`src/rtl/ultrasonic_sequencer.sv`:
```
// rtl/ultrasonic_sequencer.sv - HC-SR04 style trigger/echo measurement sequencer
module ultrasonic_sequencer #(
    parameter int TRIG_CYCLES   = 500,
    parameter int CYC_PER_CM    = 2900,
    parameter int ECHO_TIMEOUT  = 1_000_000,
    parameter int PERIOD_CYCLES = 3_000_000
) (
    input  logic        clk,
    input  logic        rst,
    input  logic        enable,
    input  logic        start,
    input  logic        echo,
    output logic        trig,
    output logic        busy,
    output logic        dist_valid,
    output logic [19:0] echo_cycles,
    output logic [8:0]  dist_cm,
    output logic        timeout
);

    localparam int TW = $clog2(TRIG_CYCLES + 1);
    localparam int PW = $clog2(PERIOD_CYCLES + 1);
    localparam int CW = (CYC_PER_CM > 1) ? $clog2(CYC_PER_CM) : 1;

    localparam logic [TW-1:0] TRIG_LAST    = TW'(TRIG_CYCLES);
    localparam logic [PW-1:0] PERIOD_END   = PW'(PERIOD_CYCLES);
    localparam logic [19:0]   TIMEOUT_VAL  = 20'(ECHO_TIMEOUT);
    localparam logic [19:0]   TIMEOUT_LAST = 20'(ECHO_TIMEOUT - 1);
    localparam logic [CW-1:0] PRE_LAST     = CW'(CYC_PER_CM - 1);
    // The cycle that detects the rise is itself an echo-high cycle, so the
    // prescaler and cm count are preloaded as if one cycle was already counted.
    localparam logic [CW-1:0] PRE_FIRST    = (CYC_PER_CM > 1) ? CW'(1) : CW'(0);
    localparam logic [8:0]    CM_FIRST     = (CYC_PER_CM > 1) ? 9'd0 : 9'd1;
    localparam logic [8:0]    CM_MAX       = 9'd511;

    typedef enum logic [2:0] {
        IDLE,
        TRIG,
        WAIT_RISE,
        MEASURE,
        HOLDOFF
    } state_t;

    state_t          state;
    logic            echo_m;
    logic            echo_s;
    logic [TW-1:0]   trig_cnt;
    logic [PW-1:0]   period_cnt;
    logic [19:0]     meas_cnt;
    logic [CW-1:0]   pre_cnt;
    logic [8:0]      cm_int;

    // Two-flop synchronizer for the asynchronous sensor echo
    always_ff @(posedge clk or posedge rst) begin
        if (rst) begin
            echo_m <= 1'b0;
            echo_s <= 1'b0;
        end else begin
            echo_m <= echo;
            echo_s <= echo_m;
        end
    end

    // Measurement sequencer: trigger, wait for echo, time it, latch result, hold off
    always_ff @(posedge clk or posedge rst) begin
        if (rst) begin
            state       <= IDLE;
            trig        <= 1'b0;
            busy        <= 1'b0;
            dist_valid  <= 1'b0;
            echo_cycles <= '0;
            dist_cm     <= '0;
            timeout     <= 1'b0;
            trig_cnt    <= '0;
            period_cnt  <= '0;
            meas_cnt    <= '0;
            pre_cnt     <= '0;
            cm_int      <= '0;
        end else begin
            dist_valid <= 1'b0;
            // Period counter holds 1 on the trig rising edge, so its value
            // equals the number of edges elapsed since that rise.
            if (period_cnt != PERIOD_END) begin
                period_cnt <= period_cnt + PW'(1);
            end

            case (state)
                IDLE: begin
                    trig_cnt   <= '0;
                    period_cnt <= '0;
                    meas_cnt   <= '0;
                    pre_cnt    <= '0;
                    cm_int     <= '0;
                    if (enable || start) begin
                        state      <= TRIG;
                        trig       <= 1'b1;
                        busy       <= 1'b1;
                        trig_cnt   <= TW'(1);
                        period_cnt <= PW'(1);
                    end
                end

                TRIG: begin
                    if (trig_cnt == TRIG_LAST) begin
                        trig     <= 1'b0;
                        state    <= WAIT_RISE;
                        meas_cnt <= '0;
                    end else begin
                        trig_cnt <= trig_cnt + TW'(1);
                    end
                end

                WAIT_RISE: begin
                    if (echo_s) begin
                        state    <= MEASURE;
                        meas_cnt <= 20'd1;
                        pre_cnt  <= PRE_FIRST;
                        cm_int   <= CM_FIRST;
                    end else if (meas_cnt == TIMEOUT_LAST) begin
                        echo_cycles <= TIMEOUT_VAL;
                        dist_cm     <= CM_MAX;
                        timeout     <= 1'b1;
                        dist_valid  <= 1'b1;
                        state       <= HOLDOFF;
                    end else begin
                        meas_cnt <= meas_cnt + 20'd1;
                    end
                end

                MEASURE: begin
                    if (!echo_s) begin
                        echo_cycles <= meas_cnt;
                        dist_cm     <= cm_int;
                        timeout     <= 1'b0;
                        dist_valid  <= 1'b1;
                        state       <= HOLDOFF;
                    end else if (meas_cnt == TIMEOUT_LAST) begin
                        echo_cycles <= TIMEOUT_VAL;
                        dist_cm     <= CM_MAX;
                        timeout     <= 1'b1;
                        dist_valid  <= 1'b1;
                        state       <= HOLDOFF;
                    end else begin
                        meas_cnt <= meas_cnt + 20'd1;
                        if (pre_cnt == PRE_LAST) begin
                            pre_cnt <= '0;
                            if (cm_int != CM_MAX) begin
                                cm_int <= cm_int + 9'd1;
                            end
                        end else begin
                            pre_cnt <= pre_cnt + CW'(1);
                        end
                    end
                end

                HOLDOFF: begin
                    // A stuck echo must clear before the sensor is retriggered
                    if ((period_cnt == PERIOD_END) && !echo_s) begin
                        if (enable) begin
                            state      <= TRIG;
                            trig       <= 1'b1;
                            trig_cnt   <= TW'(1);
                            period_cnt <= PW'(1);
                        end else begin
                            state <= IDLE;
                            busy  <= 1'b0;
                        end
                    end
                end

                default: begin
                    state <= IDLE;
                    trig  <= 1'b0;
                    busy  <= 1'b0;
                end
            endcase
        end
    end

endmodule

```
`config.mk`:
```
export PLATFORM = sky130hd
export DESIGN_NAME = ultrasonic_sequencer
export DESIGN_NICKNAME = d
export VERILOG_FILES = /design/src/rtl/ultrasonic_sequencer.sv
export SDC_FILE = /design/constraint.sdc
export NUM_CORES = 1
export LEC_CHECK = 0
export CAP_MARGIN = 15
export CORE_ASPECT_RATIO = 1.2
export CORE_MARGIN = 8
export CORE_UTILIZATION = 35
export CTS_BUF_LIST = sky130_fd_sc_hd__clkbuf_16
export CTS_CLUSTER_DIAMETER = 200
export DETAILED_ROUTE_END_ITERATION = 7
export GPL_TIMING_DRIVEN = 0
export PLACE_DENSITY = 0.56
export SLEW_MARGIN = 15
export SYNTH_ARGS = -nofsm -noshare
export SYNTH_HDL_FRONTEND = slang
export SYNTH_SLANG_ARGS = --single-unit
```
`constraint.sdc`:
```
create_clock -name clk -period 3.75 [get_ports clk]
set_input_delay 0.75 -clock clk [delete_from_list [all_inputs] [get_ports clk]]
set_output_delay 0.75 -clock clk [all_outputs]
set_load 0.005 [all_outputs]
```
# Word level (Yosys, flattened, before mapping)
# Cells that the tools add are included.
[word_totals]
input_bits = 5
reg_bits = 110
output_inout_bits = 33
elab_cells = 119
[classes]
reduce_logical = 18
add_sub_neg = 5
bitwise_logic = 2
n_eq_ne = 22
muxes = 58
[op_table]
columns = ["cell", "count"]
rows = [
  ["20-bit two-way mux", 7],
  ["9-bit two-way mux", 11],
  ["20-bit case mux with 4 select lines", 1],
  ["22-bit two-way mux", 3],
  ["9-bit case mux with 3 select lines", 2],
  ["12-bit two-way mux", 4],
  ["22-bit case mux with 2 select lines", 1],
  ["20-bit case mux with 2 select lines", 1],
  ["12-bit case mux with 3 select lines", 1],
  ["2-bit inequality test (second input constant)", 12],
  ["22-bit by 1-bit adder with 22-bit output (second input constant)", 1],
  ["22-bit == test (second input constant)", 1],
  ["22-bit inequality test (second input constant)", 1],
  ["20-bit by 1-bit adder with 20-bit output (second input constant)", 1],
  ["20-bit == test (second input constant)", 1],
  ["9-bit by 1-bit adder with 9-bit output (second input constant)", 2],
  ["3-bit two-way mux", 6],
  ["9-bit case mux with 2 select lines", 1],
  ["1-bit two-way mux", 15],
  ["3-bit case mux with 5 select lines", 1],
  ["12-bit by 1-bit adder with 12-bit output (second input constant)", 1],
  ["12-bit == test (second input constant)", 1],
  ["4-bit AND reduction", 3],
  ["9-bit == test (second input constant)", 1],
  ["other kinds (21)", 26],
]

# Logic depth before layout (Yosys ltp)
[logic_depth]
word_depth = 6
depth_mapped = 9
mapped_depth_nobuf = 8

# Worst setup path before layout
# No wires, ideal clock.
[synth_path]
path_type = "register to register"
start = "register pre_cnt[0]"
end = "register cm_int[7]"
period_less_slack_ns = 2.243
path_stages_with_launch = 8
t_required_ns = 3.671
n_path_buf = 1
setup_time_ns = 0.079
arrival_ns = 2.164
slack_ns = 1.507
cell_sequence = "dfrtp_1 ha_1 or4bb_1 o31ai_1 buf_2 nand4_1 or3_1 a21oi_1"
[synth_between]
elab_chain_len = 3
[synth_rtl]
columns = ["item", "line_no", "text"]
rows = [
  ["start, declared", "50", "logic [CW-1:0] pre_cnt;"],
  ["start signal, assigned", "151", "pre_cnt <= pre_cnt + CW'(1);"],
  ["12-bit == test", "145", "if (pre_cnt == PRE_LAST) begin"],
  ["2-bit inequality test (no line)", "n/a", ""],
  ["6-bit AND reduction (no line)", "n/a", ""],
  ["end signal, assigned", "148", "cm_int <= cm_int + 9'd1;"],
  ["end, declared", "51", "logic [8:0] cm_int;"],
]
# Every way passes these cells.
# A chain may end at the register's enable or synchronous reset.

# Worst setup path in the final report
[layout_path]
start = "register period_cnt[0]"
end = "register period_cnt[20]"
[layout_between]
elab_chain_len = 5
elab_cells_between_ends = 8
classes_between = "1 x add/sub; 2 x eq/ne; 4 x mux; 1 x reduce/logical"
[layout_rtl]
columns = ["item", "line_no", "text"]
rows = [
  ["start, declared", "48", "logic [PW-1:0] period_cnt;"],
  ["start signal, assigned", "84", "period_cnt <= period_cnt + PW'(1);"],
  ["22-bit by 1-bit adder with 22-bit output / 22-bit inequality test (equally long branches)", "84, 83", ""],
  ["22-bit two-way mux", "83", "if (period_cnt != PERIOD_END) begin"],
  ["22-bit two-way mux", "159", "if (enable) begin"],
  ["22-bit two-way mux", "158", "if ((period_cnt == PERIOD_END) && !echo_s) begin"],
  ["22-bit case mux with 2 select lines *", "87", "case (state)"],
]
# Mark *: on every way between the ends. The rest lies on a longest branch, timed or not.

==> flow_metrics.py <==
metrics = {
    "run_status": {
        "status": "completed",
    },
    "routing": {
        "drtIter0Drc": 259,
        "vias": 4494,
        "ant_nets": 0,
        "wl_per_cell_um": 16.18,
        "drt_pre_antenna_iters": 4,
        "wirelength_um": 13280,
        "drc": 0,
        "vias_per_cell": 5.474,
    },
    "power_and_ir_drop": {
        "p_switching_uw": 1637,
        "pwr-share-comb_pct": 38.8,
        "peakVddDrop_mv": 0.2668,
        "power_density_mw_per_mm2": 648.2,
        "sw_frac_of_total_pct": 39.16,
        "clockPowerShare_pct": 22.8,
        "pwr-share-seq_pct": 38.4,
        "p_int_uw": 2542,
        "p_leak_uw": 0.002656,
    },
    "setup_path": {
        "cp.depth": 9,
        "crit_buf_inv": 3,
        "cp-start-kind": "register",
        "crit_chain": "inv_1, ha_1, nor4b_1, nand4_1, o31a_1, clkbuf_1, nor3_1, clkbuf_1, nor2_1",
        "rr_worst_depth": 9,
        "path_common_cell": "clkbuf_1",
        "cp.arrival_ns": 3.02,
        "required_ns": 3.96,
        "path_class": "register to register",
        "cp_top_family": "simple AND/OR/NAND/NOR gates",
        "crit_path_max_fanout": 10,
        "worstSetupEndpointType": "register",
        "cpMaxStageDelayCell": "clkbuf_1",
        "crit_path_max_incr_delay_ns": 0.47,
    },
    "logic_synthesis": {
        "synth_flop_cell": "dfrtp_1",
        "yosysTopAreaCell": "dfrtp_1",
        "yosysWarningCount": 0,
        "synth_top_area_share_pct": 50.10,
        "yosysMostFrequentCell": "dfrtp_1",
        "ys_top_cells_by_area": "dfrtp_1 (50%), nor2_1 (3.6%), xor2_1 (3.2%)",
        "async_reset_ff_share_pct": 100.0,
        "syn_inst": 559,
        "syn-num-nets": 572,
        "yosys-top-cells-count": "dfrtp_1 (110), nor2_1 (52), nand2_1 (42)",
        "syn_avg_cell_area_um2": 9.828,
        "yosysSeqAreaShare_pct": 50.10,
        "yosysUniqueCellTypes": 62,
        "synth_area_mm2": 0.005494,
        "synth_edf_count": 0,
        "ys_ff_latch": 110,
    },
    "grt": {
        "grt_usage_pct": 14.00,
        "grt_pass1_vias": 4561,
        "grt.overflow.total": 0,
        "antenna_found_initial": 0,
        "grt_pass1_wl_um": 22730,
        "grt_max_degree": 61,
    },
    "sta": {
        "max_freq_ghz": 0.3564,
        "setup_viol": 0,
        "final_max_slew_viol_count": 0,
        "rsz0062_at_grt": "false",
        "worstMarginPinSlew_ns": 1.036,
        "period_share_pct": 74.81,
        "relSlewSlack_pct": 30.55,
        "clock_skew_ns": 0.01418,
        "period_needed_ns": 2.806,
        "finalHoldViolCount": 0,
    },
    "finish": {
        "nets": 621,
        "insertedDiodeCount": 0,
        "post-route-util_pct": 41.55,
        "final_layout_size_suffix_gt1_share_pct": 6.036,
        "synthToLayoutAreaGrowth_pct": 17.33,
        "stdcell_area_mm2": 0.006446,
    },
    "clock_network": {
        "clock_latency_ns": 0.36,
        "hold_buffers": 0,
        "cts-root-buf": "clkbuf_16",
        "cts_tree": "done",
        "cts_buffers": 9,
        "clk_pin_slew_ns": 0.07,
        "cts_sinks": 110,
        "htree_levels": 3,
        "cts_resized": 0,
        "cts.path.max_buffers": 2,
        "cts_setup_buffers": 0,
    },
    "job": {
        "maxCapViolCount": 0,
    },
    "floorplan": {
        "fp.coreArea_mm2": 0.01551,
        "die-area_mm2": 0.01998,
        "initial_core_util_pct": 35.41,
        "num_io_pins": 38,
        "die_h_um": 153.2,
        "rows": 50,
        "die_w_um": 130.4,
    },
    "worst_hold_path": {
        "hp-class": "register to register",
        "whs_path_depth": 0,
    },
    "placement": {
        "port_buffers": 37,
        "place.gp.congestion": 0.8141,
        "postPlaceCellArea_mm2": 0.006157,
        "dp_hpwl_um": 9545,
    },
}
[metal layers]
layer	wire (um)	vias up	global-route usage, %
met1	6160	2249	18.06
met5	0	-	0
met3	436	17	2.262
li1	-	2166	-
met2	6434	62	22.66
met4	253	0	5.753
[flip-flops by register name, indices dropped and copies added, names as in the netlist, 3 cells and up]
name,flops
trig_cnt,9
state,3
echo_cycles,20
period_cnt,22
cm_int,9
dist_cm,9
pre_cnt,12
meas_cnt,20
[through the flow]
stage / hold slack (ns) / setup WS, ns / setup TNS (ns) / cells / total power, uW
2_1_floorplan: 0.3312 / 0.09770 / 0 / 559 / 2613
3_3_place_gp: 0.3633 / -1.676 / -183.47 / 804 / 3232
3_5_place_dp: 0.3624 / 0.9075 / 0 / 805 / 3264
4_1_cts: 0.3859 / 0.8914 / 0 / 821 / 4225
5_1_grt: 0.3960 / 0.6600 / 0 / 821 / 4470
6_report: 0.3866 / 0.9445 / 0 / 821 / 4179
[placed cells by master, fill, tap and decap left out, types with 6 or more instances in the layout]
cell type        count
nand2b_1             7
a21oi_1             34
clkbuf_16            9
nand4_1             17
a22o_1              16
nand2_1             42
inv_1               15
nor3_1              10
nor2_1              52
and3_1              13
o22a_1              12
a31oi_1              7
o21ai_0             33
or3_1               13
clkdlybuf4s50_1     37
or4_1                7
nand3_1             21
o31ai_1             14
xor2_1              20
xnor2_1              6
ha_1                 8
and4_1               6
dfrtp_1            110
clkbuf_1            17
[cell families (layout without fill, tap and decap cells)]
logic type | count (synthesis) | in the layout | synth area share, %
buffers and inverters | 40 | 94 | 3.029
flip-flops | 110 | 110 | 50.10
AND/OR/NAND/NOR | 219 | 219 | 21.09
XOR/XNOR | 26 | 26 | 4.145
multiplexers | 4 | 4 | 0.7743
adder cells (fa/ha/maj) | 8 | 8 | 1.822
AO/OA/AOI/OAI | 152 | 152 | 19.04
[power groups by stage]
stage               registers [uW]  logic [uW]  clock network (uW)
finish                        1610        1620                 951
global route                  1640        1810                1020
CTS                           1610        1650                 973
detailed placement            1630        1630                   0
global placement              1620        1610                   0
floorplan                     1590        1020                   0
[path summary, 6_finish.rpt]
kind | startpoint | to | slack [ns]
max in group asynchronous | rst | meas_cnt[16] | 2.25
min | echo_m | echo_s | 0.39
max reg2reg | period_cnt[0] | period_cnt[20] | 0.94
max | period_cnt[0] | period_cnt[20] | 0.94
min reg2reg | echo_m | echo_s | 0.39
min in group asynchronous | rst | period_cnt[17] | 0.83
[area by class of cell]
class	instances	area [um2]
clock buffer	9	225.2
timing repair buffer	38	397.9
fill	1579	9069
multi-input combinational	409	2575
inverter	17	68.82
tap	208	260.3
clock inverter	7	63.81
buffer	23	102.6
sequential	110	2753
Note: power is estimated with default switching activity, not from simulation.
